File: config.mk
export PLATFORM = sky130hd
export DESIGN_NAME = override_scheduler
export DESIGN_NICKNAME = d
export VERILOG_FILES = /design/src/rtl/override_scheduler.sv
export SDC_FILE = /design/constraint.sdc
export NUM_CORES = 1
export LEC_CHECK = 0
export CORE_ASPECT_RATIO = 1.4
export CORE_MARGIN = 10
export CORE_UTILIZATION = 43
export CTS_CLUSTER_SIZE = 16
export DETAILED_ROUTE_END_ITERATION = 7
export GPL_ROUTABILITY_DRIVEN = 0
export HOLD_SLACK_MARGIN = 0.05
export PLACE_DENSITY_LB_ADDON = 0.05
export SLEW_MARGIN = 0
export SYNTH_ARGS = -nofsm -noshare
export SYNTH_HDL_FRONTEND = slang
export SYNTH_SLANG_ARGS = --single-unit
File: constraint.sdc
create_clock -name clock -period 2.35 [get_ports clock]
set_input_delay 0.47 -clock clock [delete_from_list [all_inputs] [get_ports clock]]
set_output_delay 0.47 -clock clock [all_outputs]
set_load 0.005 [all_outputs]
File: src/rtl/override_scheduler.sv
// Round-robin owner of a single force/override path into a probed datapath
// signal; holds the forced value for a programmed length and checks the probe.
module override_scheduler #(
    parameter int NREQ = 4,
    parameter int W    = 16,
    parameter int LW   = 5
) (
    input  logic              clock,
    input  logic              reset,
    input  logic [NREQ-1:0]   req_valid,
    input  logic [NREQ*W-1:0] req_value,
    input  logic [NREQ*LW-1:0] req_len,
    output logic [NREQ-1:0]   req_ready,
    input  logic              abort,
    input  logic [W-1:0]      obs_value,
    output logic              force_en,
    output logic [W-1:0]      force_val,
    output logic [2:0]        active_id,
    output logic              done,
    output logic              mismatch,
    output logic [2:0]        mismatch_id,
    output logic [W-1:0]      mismatch_obs
);

    typedef enum logic [1:0] {
        IDLE,
        ARM,
        HOLD,
        RELEASE
    } state_t;

    state_t          state;
    state_t          state_next;
    logic [2:0]      rr_ptr;
    logic [LW-1:0]   counter;

    logic            found;
    logic [2:0]      grant_id;
    logic [W-1:0]    grant_value;
    logic [LW-1:0]   grant_len;

    // Two upward passes: indices at/above rr_ptr first, then the wrapped ones.
    always_comb begin : arbiter
        found       = 1'b0;
        grant_id    = '0;
        grant_value = '0;
        grant_len   = '0;
        req_ready   = '0;
        if (state == IDLE) begin
            for (int unsigned i = 0; i < NREQ; i++) begin
                if (!found && req_valid[i] && (i >= 32'(rr_ptr))) begin
                    found        = 1'b1;
                    req_ready[i] = 1'b1;
                    grant_id     = 3'(i);
                    grant_value  = req_value[i*W +: W];
                    grant_len    = req_len[i*LW +: LW];
                end
            end
            for (int unsigned i = 0; i < NREQ; i++) begin
                if (!found && req_valid[i]) begin
                    found        = 1'b1;
                    req_ready[i] = 1'b1;
                    grant_id     = 3'(i);
                    grant_value  = req_value[i*W +: W];
                    grant_len    = req_len[i*LW +: LW];
                end
            end
        end
    end

    always_comb begin : next_state
        state_next = state;
        case (state)
            IDLE:    if (found) state_next = ARM;
            ARM:     state_next = (abort || counter == '0) ? RELEASE : HOLD;
            HOLD:    if (abort || counter == LW'(1)) state_next = RELEASE;
            RELEASE: state_next = IDLE;
            default: state_next = IDLE;
        endcase
    end

    always_ff @(posedge clock) begin : state_reg
        if (!reset) begin
            state <= IDLE;
        end else begin
            state <= state_next;
        end
    end

    always_ff @(posedge clock) begin : datapath
        if (!reset) begin
            rr_ptr       <= '0;
            counter      <= '0;
            force_en     <= 1'b0;
            force_val    <= '0;
            active_id    <= '0;
            done         <= 1'b0;
            mismatch     <= 1'b0;
            mismatch_id  <= '0;
            mismatch_obs <= '0;
        end else begin
            force_en <= (state_next == ARM) || (state_next == HOLD);
            done     <= (state_next == RELEASE);
            case (state)
                IDLE: begin
                    if (found) begin
                        force_val <= grant_value;
                        counter   <= grant_len;
                        active_id <= grant_id;
                    end
                end
                HOLD: begin
                    counter <= counter - LW'(1);
                    // First failing owner/value wins; an abort cycle is not checked.
                    if (!abort && !mismatch && obs_value != force_val) begin
                        mismatch     <= 1'b1;
                        mismatch_id  <= active_id;
                        mismatch_obs <= obs_value;
                    end
                end
                RELEASE: begin
                    rr_ptr <= (active_id == 3'(NREQ-1)) ? '0 : active_id + 3'd1;
                end
                default: ;
            endcase
        end
    end

endmodule

# == After elaboration in Yosys (flattened, before gate mapping) ==
# Cells that the tools add are included.
# op_classes
eq_ne,10
muxes,54
add_sub_neg,2
n_reduce_logical,31
magnitude_cmp,4
# op_table
op,count
$mux W16,8
$mux W5,9
$mux W1,25
$mux W3,7
$ne A16 B16 Y1,1
$logic_and A1 B1 Y1,13
$pmux W5 S2,1
$logic_not A1 Y1,9
$eq A2 B2 Y1 const B,4
$pmux W2 S4,1
$ge A1 B3 Y1 const A,2
$ge A2 B3 Y1 const A,2
$reduce_and A2 Y1,3
$eq A5 B1 Y1 const B,1
$logic_not A5 Y1,1
$sub A5 B1 Y5 const B,1
$eq A2 B1 Y1 const B,2
$mux W2,2
$mux W4,1
$add A3 B1 Y3 const B,1
$eq A3 B2 Y1 const B,1
$logic_or A1 B1 Y1,3
$logic_not A2 Y1,1
$ne A2 B2 Y1 const B,1
$reduce_bool A2 Y1,1
# word_totals
word_cells,111
out_inout_bits,45
inputBits,107
reg_bits,51

# == Logic depth before layout (Yosys ltp) ==
# Gate-level depths: netlist of run 1.
# depth
depth_word,39
depth_mapped,8
ltp_nobuf,7

# == Worst setup path after synthesis of run 1 ==
# OpenSTA, ideal clock, no wires.
# synth_path
kind,input to output
startpoint,in req_valid[1]
endpoint,out req_ready[2]
setup_slack_ns,0.346
required_ns,1.880
cell_stages,5
arrival_ns,1.534
path_buffers,3
path_cell_list,buf_4 -> clkbuf_1 -> clkbuf_1 -> o22ai_1 -> and3_1
# synth_between
elab_chain_cells,26
elab_cells_between_ends,27
cone_classes,13 x mux; 14 x reduce/logical
# synth_lines
element,line_no,text
start: declaration,10,"input logic [NREQ-1:0] req_valid,"
$logic_and A1 B1 Y1 (2 in a row),51,if (!found && req_valid[i] && (i >= 32'(rr_ptr))) begin
$mux W1,51,
$mux W1,49,if (state == IDLE) begin
$logic_not A1 Y1,51,
$logic_and A1 B1 Y1 (2 in a row),51,
$mux W1,51,
$mux W1,49,
$logic_not A1 Y1,51,
[8 not listed],--,
$logic_not A1 Y1,60,if (!found && req_valid[i]) begin
$logic_and A1 B1 Y1,60,
$mux W1,60,
$mux W1,49,
$logic_not A1 Y1,60,
$logic_and A1 B1 Y1,60,
$mux W1 *,60,
$mux W4 *,49,
end: declaration,13,"output logic [NREQ-1:0] req_ready,"
# Every way passes the cells marked *; elsewhere a longest branch is shown, timed or not. The select of a mux whose other input is x is not followed.

# == Worst setup path in the final report of run 1 ==
# layout_path
startpoint,in req_valid[0]
endpoint,out req_ready[1]
# layout_between
elab_chain_cells,26
elab_cells_between_ends,27
cone_classes,13 x mux; 14 x reduce/logical
# layout_lines
element,line_no
$logic_and A1 B1 Y1,51
$mux W1,51
$mux W1,49
$logic_not A1 Y1,51
$logic_and A1 B1 Y1 (2 in a row),51
$mux W1,51
$mux W1,49
$logic_not A1 Y1,51
[9 not listed],--
$logic_not A1 Y1,60
$logic_and A1 B1 Y1,60
$mux W1,60
$mux W1,49
$logic_not A1 Y1,60
$logic_and A1 B1 Y1,60
$mux W1 *,60
$mux W4 *,49
# Marked as above.

==> results of run 1 <==
==> placed cells by master (no fill, tap or decap), types with 6 or more instances in the layout <==
cell / instances
nor2b_1: 6
and2_1: 13
o21ai_0: 15
o211ai_1: 7
ha_1: 7
dfxtp_1: 46
dlygate4sd2_1: 7
a32oi_1: 6
o21a_1: 6
nor2_1: 17
a22o_1: 6
and3_1: 10
clkdlybuf4s50_1: 140
buf_4: 56
o221ai_1: 8
nand2_1: 67
xnor2_1: 17
nand3_1: 15
mux2i_1: 21
a221oi_1: 7
a31oi_1: 13
a22oi_1: 6
a221o_1: 10
inv_1: 9
a21oi_1: 22
==> routing by layer <==
layer  vias to the layer above  global-route usage  part of all wire
met5                         -                   0                 0
met4                         0              0.0896             0.024
met3                        23              0.0572             0.082
met2                       209               0.397              0.50
met1                      2066               0.250              0.39
li1                       2055                   -                 -
==> kinds of logic after synthesis <==
group / count (synthesis)
simple gates: 164
fa+ha+maj: 8
mux: 22
compound gates: 141
flops: 48
buf+inv: 52
xor+xnor: 17
other cells: 1
==> how the worst max path moves through the flow <==
stage,to,from,slack (ps),cells past startpoint
after global placement,req_ready[2],req_valid[0],-280,6
final,req_ready[1],req_valid[0],180,6
after CTS,req_ready[1],req_valid[2],40,6
after global routing,req_ready[1],req_valid[0],110,6
after detailed placement,counter[3]$_SDFFE_PN0P_,req_valid[0],-310,9
after floorplan,req_ready[2],req_valid[1],350,5
==> critical path: cells and delay by family <==
family,cells,cell delay (ps)
buffers and inverters,3,750
AND/OR/NAND/NOR,1,160
AO/OA/AOI/OAI,2,320
==> stage by stage <==
stage	setup TNS [ps]	area [um2]	setup slack (ps)
finish	0	5750	175
global route	0	5750	109
CTS	0	5730	40.5
detailed placement	-8810	5500	-306
global placement	-6490	5500	-276
floorplan	0	3580	346
==> area by class of cell <==
class / count / area share
Multi-Input combinational cell: 354 / 0.421
Clock buffer: 5 / 0.0218
Clock inverter: 2 / 0.0104
Timing Repair Buffer: 213 / 0.350
Tap cell: 102 / 0.0222
Inverter: 11 / 0.00718
Sequential cell: 48 / 0.168
==> power breakdown <==
group	internal, uW	switching, uW
clock	604	313
combinational	1290	1100
sequential	1030	236
==> timing repair <==
action                                  4_1_cts  5_1_grt
gates resized for setup                      19        3
gates cloned                                  0        1
hold endpoints to repair                      0        0
setup buffers                                 2        0
endpoints found under the setup margin        4        7
==> metrics, run 1 <==
CP Capture Type output port; slew margin rel. 0.535; Synth async-reset ratio 0; Most used DFF post-synth dfxtp_1; Initial Util 0.439; antenna violations before repair 0; total vias in the final route about 4400; Die Width 97.1 um; Sequential Area a little under 1000 um2; actual slew at the worst max-slew pin 692 ps; Worst Setup Start Kind primary input; Syn Area/Cell 7.89 um2; final slew viol count 0; routed wire length around 15000 um; Min-Delay Endpoint mismatch_obs[2]$_SDFFE_PN0P_; most common cell in the netlist nand2_1; clock-pin slew on the worst setup and hold paths approximately 70 ps; ant diodes 0; RSZ-0062 raised after global routing no; Worst path most repeated cell dlygate4sd2_1; Syn-to-layout area delta 60.8%; Final ANT Viol Nets 0; adder-cell area share of the yosys netlist 0.0280; Bufs on Longest Clock Path 2; Worst EP required 1880 ps; grt ovf 0; # DRC 0; Slowest cell on crit path dlygate4sd2_1; reg2reg setup slack between 150 and 200 ps; top-area cell type share of the netlist area 0.269; Pre-antenna DRT Iters 5; Port-buffer cells 149; period utilization 0.925; pwr/cell area ~800 nW/um2; Post-Syn Area approximately 3600 um2; crit-path max FO 11; Final Setup Violations 0; post-synthesis sequential area ratio 0.269; FMAX roughly 460 MHz; DPL Wire Length between 10000 and 15000 um; outcome finished clean; GRT Total Usage 0.224; final hold slack 459 ps; Post-Syn Instances about 450; final hold vios 0; WL/cell 20.3 um; DRT iter0 DRCs between 300 and 400; placed insts 725; leading area contributor after synthesis dfxtp_1; min Tclk post-route 2170 ps; hold path startpoint mismatch_obs[2]$_SDFFE_PN0P_; R2R depth 7; largest family of logic cells by synthesized area compound AO/OA/AOI/OAI gates; CTS H-tree depth 2; compound-gate portion of the synthesized area 0.299; worst-path cell chain dlygate4sd2_1, buf_4, a21oi_1, o221a_2, and2_1, dlygate4sd2_1; #FFs+latches synth 48; Post-synth top cells nand2_1 (67), dfxtp_1 (48), a21oi_1 (22); Leak Pwr between 0.002 and 0.0025 uW; Worst EP arrival about 1700 ps; Layout Skew about 3.9 ps; Cell variety after synth between 60 and 70; hold buffer count at CTS 0; hold path depth 2; Hold/Removal Path Class register to register; slowest stage delay, CP about 290 ps; layout cells sized above 1 0.145; post-layout util 0.706; crit path kind primary input to output port; clk root buf clkbuf_16; chip height roughly 130 um; Synth Area in Simple Gates 0.230; largest net degree at the start of global routing 50; number of buffers created by CTS 5; peak supply drop between 0.4 and 0.5 mV; TritonCTS clock tree built; Ys Warns 0; multi-input logic area 2420 um2; mean number of vias per cell 5.92; reg2reg start state[0]$_SDFF_PN0_; Die ar. 12400 um2; biggest regs force_val: 16 flops, mismatch_obs: 16 flops, counter: 5 flops; fin cells approximately 740; Clock Sinks 48; mux contribution to synthesized area 0.0651; fill cell count 664; ranking of synthesized cells by area dfxtp_1 (27%), nand2_1 (7.0%), mux2i_1 (5.9%); core area between 8000 and 9000 um2; clk_lat worst skew just under 300 ps; num rows 39; total power roughly 4600 uW; first-pass GRT wire length roughly 23000 um; Post-synth EDFFs 0; Synth Area in XOR/XNOR 0.0417; worst reg2reg path endpoint force_val[9]$_SDFFE_PN0P_; io pins ~150; max-cap viol count 0; Nets 748; vias in the first global route 4421
(Power assumes the default switching activity.)
==> inputs of run 2 (changes only) <==
--- a/config.mk
+++ b/config.mk
@@ -5,6 +5,7 @@
 export SDC_FILE = /design/constraint.sdc
 export NUM_CORES = 1
 export LEC_CHECK = 0
+export ABC_CLOCK_PERIOD_IN_PS = 2350
 export CORE_ASPECT_RATIO = 1.4
 export CORE_MARGIN = 10
 export CORE_UTILIZATION = 43
@@ -13,6 +14,7 @@
 export GPL_ROUTABILITY_DRIVEN = 0
 export HOLD_SLACK_MARGIN = 0.05
 export PLACE_DENSITY_LB_ADDON = 0.05
+export SETUP_SLACK_MARGIN = 0.2
 export SLEW_MARGIN = 0
 export SYNTH_ARGS = -nofsm -noshare
 export SYNTH_HDL_FRONTEND = slang
==> run 2 against run 1 <==
  * Via count increased by 0.16%
  * First-iteration DRC count increased by 1.6%
  * Non-clock buffer count increased by 3
  * Power increased by 1.7%
  * Flip-flop and latch count unchanged
  * Sequential power about the same
  * Sequential share of layout area decreased by 0.15 points
  * Setup slack improved by 65 ps
  * Clock skew increased by 0.58 ps
==> metrics, run 2 (synthesis gave the netlist of run 1 again) <==
outcome finished clean; num rows 39 (unchanged); WL/cell 20.4 um (+0.45%); Syn-to-layout area delta 62.3%; post-layout util 0.712 (+0.00629); fin cells 738 (+0.41%); Final ANT Viol Nets 0 (unchanged); final hold slack 460 ps (+0.356 ps); most frequent cells in the layout clkdlybuf4s50_1 (140), nand2_1 (67), buf_4 (58); antenna violations before repair 0 (unchanged); GRT Total Usage 0.226 (+0.00145); R2R depth 7 (unchanged); core area 8150 um2 (unchanged); Die ar. 12400 um2 (unchanged); Layout Skew 4.52 ps (+0.579 ps); actual slew at the worst max-slew pin 665 ps (-26.4 ps); commonest non-fill, non-tap cell in the layout clkdlybuf4s50_1; chip height 128 um (unchanged); min Tclk post-route 2110 ps (-65.0 ps); Die Width 97.1 um (unchanged); hold path depth 2 (unchanged); clk root buf clkbuf_16; # DRC 0 (unchanged); Port-buffer cells 149 (unchanged); Clock Sinks 48 (unchanged); mean number of vias per cell 5.91 (-0.25%); Pre-antenna DRT Iters 5 (unchanged); Switching Share 0.361 (+0.00135); DPL Wire Length 11900 um (unchanged); grt ovf 0 (unchanged); pre-CTS setup slack -306 ps (unchanged); period utilization 0.898 (-0.0277); clk_lat worst skew 290 ps (about the same); Sw Pwr 1680 uW (+2.1%); routed wire length 15100 um (+0.86%); hold path startpoint mismatch_obs[2]$_SDFFE_PN0P_; Leak Pwr 0.00223 uW (+0.67%); number of buffers created by CTS 5 (unchanged); RSZ-0062 raised after global routing yes; biggest regs force_val: 16 flops, mismatch_obs: 16 flops, counter: 5 flops; crit path kind register to output port; Combinational Power Share 0.528 (+0.006); max-cap viol count 0 (unchanged); first-pass GRT wire length 23200 um (+0.63%); reg2reg setup slack 300 ps (+120 ps); ant diodes 0 (unchanged); CP Capture Type output port; worst setup margin 240 ps (+65.0 ps); Nets 751 (+0.40%); TritonCTS clock tree built; largest net degree at the start of global routing 50 (unchanged); total vias in the final route 4360 (+0.16%); slew margin rel. 0.553 (+0.0177); Bufs on Longest Clock Path 2 (unchanged); Clk pwr share 0.198 (-0.002); crit-path max FO 10 (-1); CTS H-tree depth 2 (unchanged); Final Setup Violations 0 (unchanged); placed insts 725 (unchanged); Worst EP required 1880 ps (about the same); reg2reg start state[0]$_SDFF_PN0_; final hold vios 0 (unchanged); sequential fraction of design power 0.273 (-0.004); layout cells sized above 1 0.159 (+0.0135); Hold/Removal Path Class register to register; peak supply drop 0.475 mV (+0.34%); design internal power 2970 uW (+1.5%); clock-pin slew on the worst setup and hold paths 70 ps (about the same); final slew viol count 0 (unchanged); Worst EP arrival 1640 ps (-60 ps); worst reg2reg path endpoint force_val[9]$_SDFFE_PN0P_; FMAX 474 MHz (+3.1%); Initial Util 0.439 (unchanged); Min-Delay Endpoint mismatch_obs[2]$_SDFFE_PN0P_; DRT iter0 DRCs 319 (+1.6%); io pins 152 (unchanged); pwr/cell area 803 nW/um2 (+0.79%); Worst Setup Start Kind register; vias in the first global route 4448 (+0.61%)
## run 2: worst max-delay path, stage by stage, from the launching register on
cell           delay [ps]
dfxtp_2               470
inv_2                 110
a21oi_1               190
o22ai_2               110
and3_4                200
dlygate4sd2_1         260
## run 2: worst max-delay path by stage
stage               slack, ps  cells after the start              startpoint                         to
floorplan                 350                      5            req_valid[1]               req_ready[2]
global placement         -280                      6            req_valid[0]               req_ready[2]
detailed placement       -310                      9            req_valid[0]    counter[3]$_SDFFE_PN0P_
CTS                       200                     10            req_valid[1]    counter[3]$_SDFFE_PN0P_
global route              170                     10            req_valid[2]  force_val[5]$_SDFFE_PN0P_
finish                    240                      5  rr_ptr[1]$_SDFFE_PN0N_               req_ready[2]
## run 2: power by group through the flow
stage                     Clock (uW)  Combinational, uW  Sequential, uW
after global routing             958               2650            1300
after detailed placement           0               2350            1280
after CTS                        928               2390            1270
after floorplan                    0               1300            1220
after global placement             0               2310            1280
final                            922               2460            1270
## run 2: metal layers
| metal | vias up | part of all wire | GRT usage |
|---|---|---|---|
| li1 | 2063 | - | - |
| met1 | 2074 | 0.40 | 0.251 |
| met2 | 202 | 0.50 | 0.403 |
| met3 | 21 | 0.077 | 0.0572 |
| met4 | 0 | 0.022 | 0.0879 |
| met5 | - | 0 | 0 |
## run 2: cell type report
cell class,count,area [um2]
clock inverter,2,60.1
fill,653,2350
clock buffer,5,125
inverter,11,41.3
sequential,48,963
tap,102,128
multi-input combinational,354,2460
timing repair buffer,216,2030
## run 2: repair_timing
item / 4_1_cts / 5_1_grt
endpoints found under the setup margin: 45 / 36
gates resized for setup: 23 / 11
hold buffers: 0 / 0
setup buffers: 5 / 0
pin swaps: 2 / 0
cloned: 1 / 0
## run 2: through the flow
stage	power (uW)	instance area [um2]	TNS, ps
2_1_floorplan	2520	3580	0
3_3_place_gp	3590	5500	-6490
3_5_place_dp	3640	5500	-8810
4_1_cts	4590	5770	0
5_1_grt	4910	5800	0
6_report	4660	5800	0
==> inputs of run 3 (changes only) <==
--- a/config.mk
+++ b/config.mk
@@ -15,7 +15,7 @@
 export HOLD_SLACK_MARGIN = 0.05
 export PLACE_DENSITY_LB_ADDON = 0.05
 export SETUP_SLACK_MARGIN = 0.2
-export SLEW_MARGIN = 0
+export SLEW_MARGIN = 20
 export SYNTH_ARGS = -nofsm -noshare
 export SYNTH_HDL_FRONTEND = slang
 export SYNTH_SLANG_ARGS = --single-unit
==> results of run 3 <==
Same layout as run 2: the final DEF is identical, and so are final timing and power.
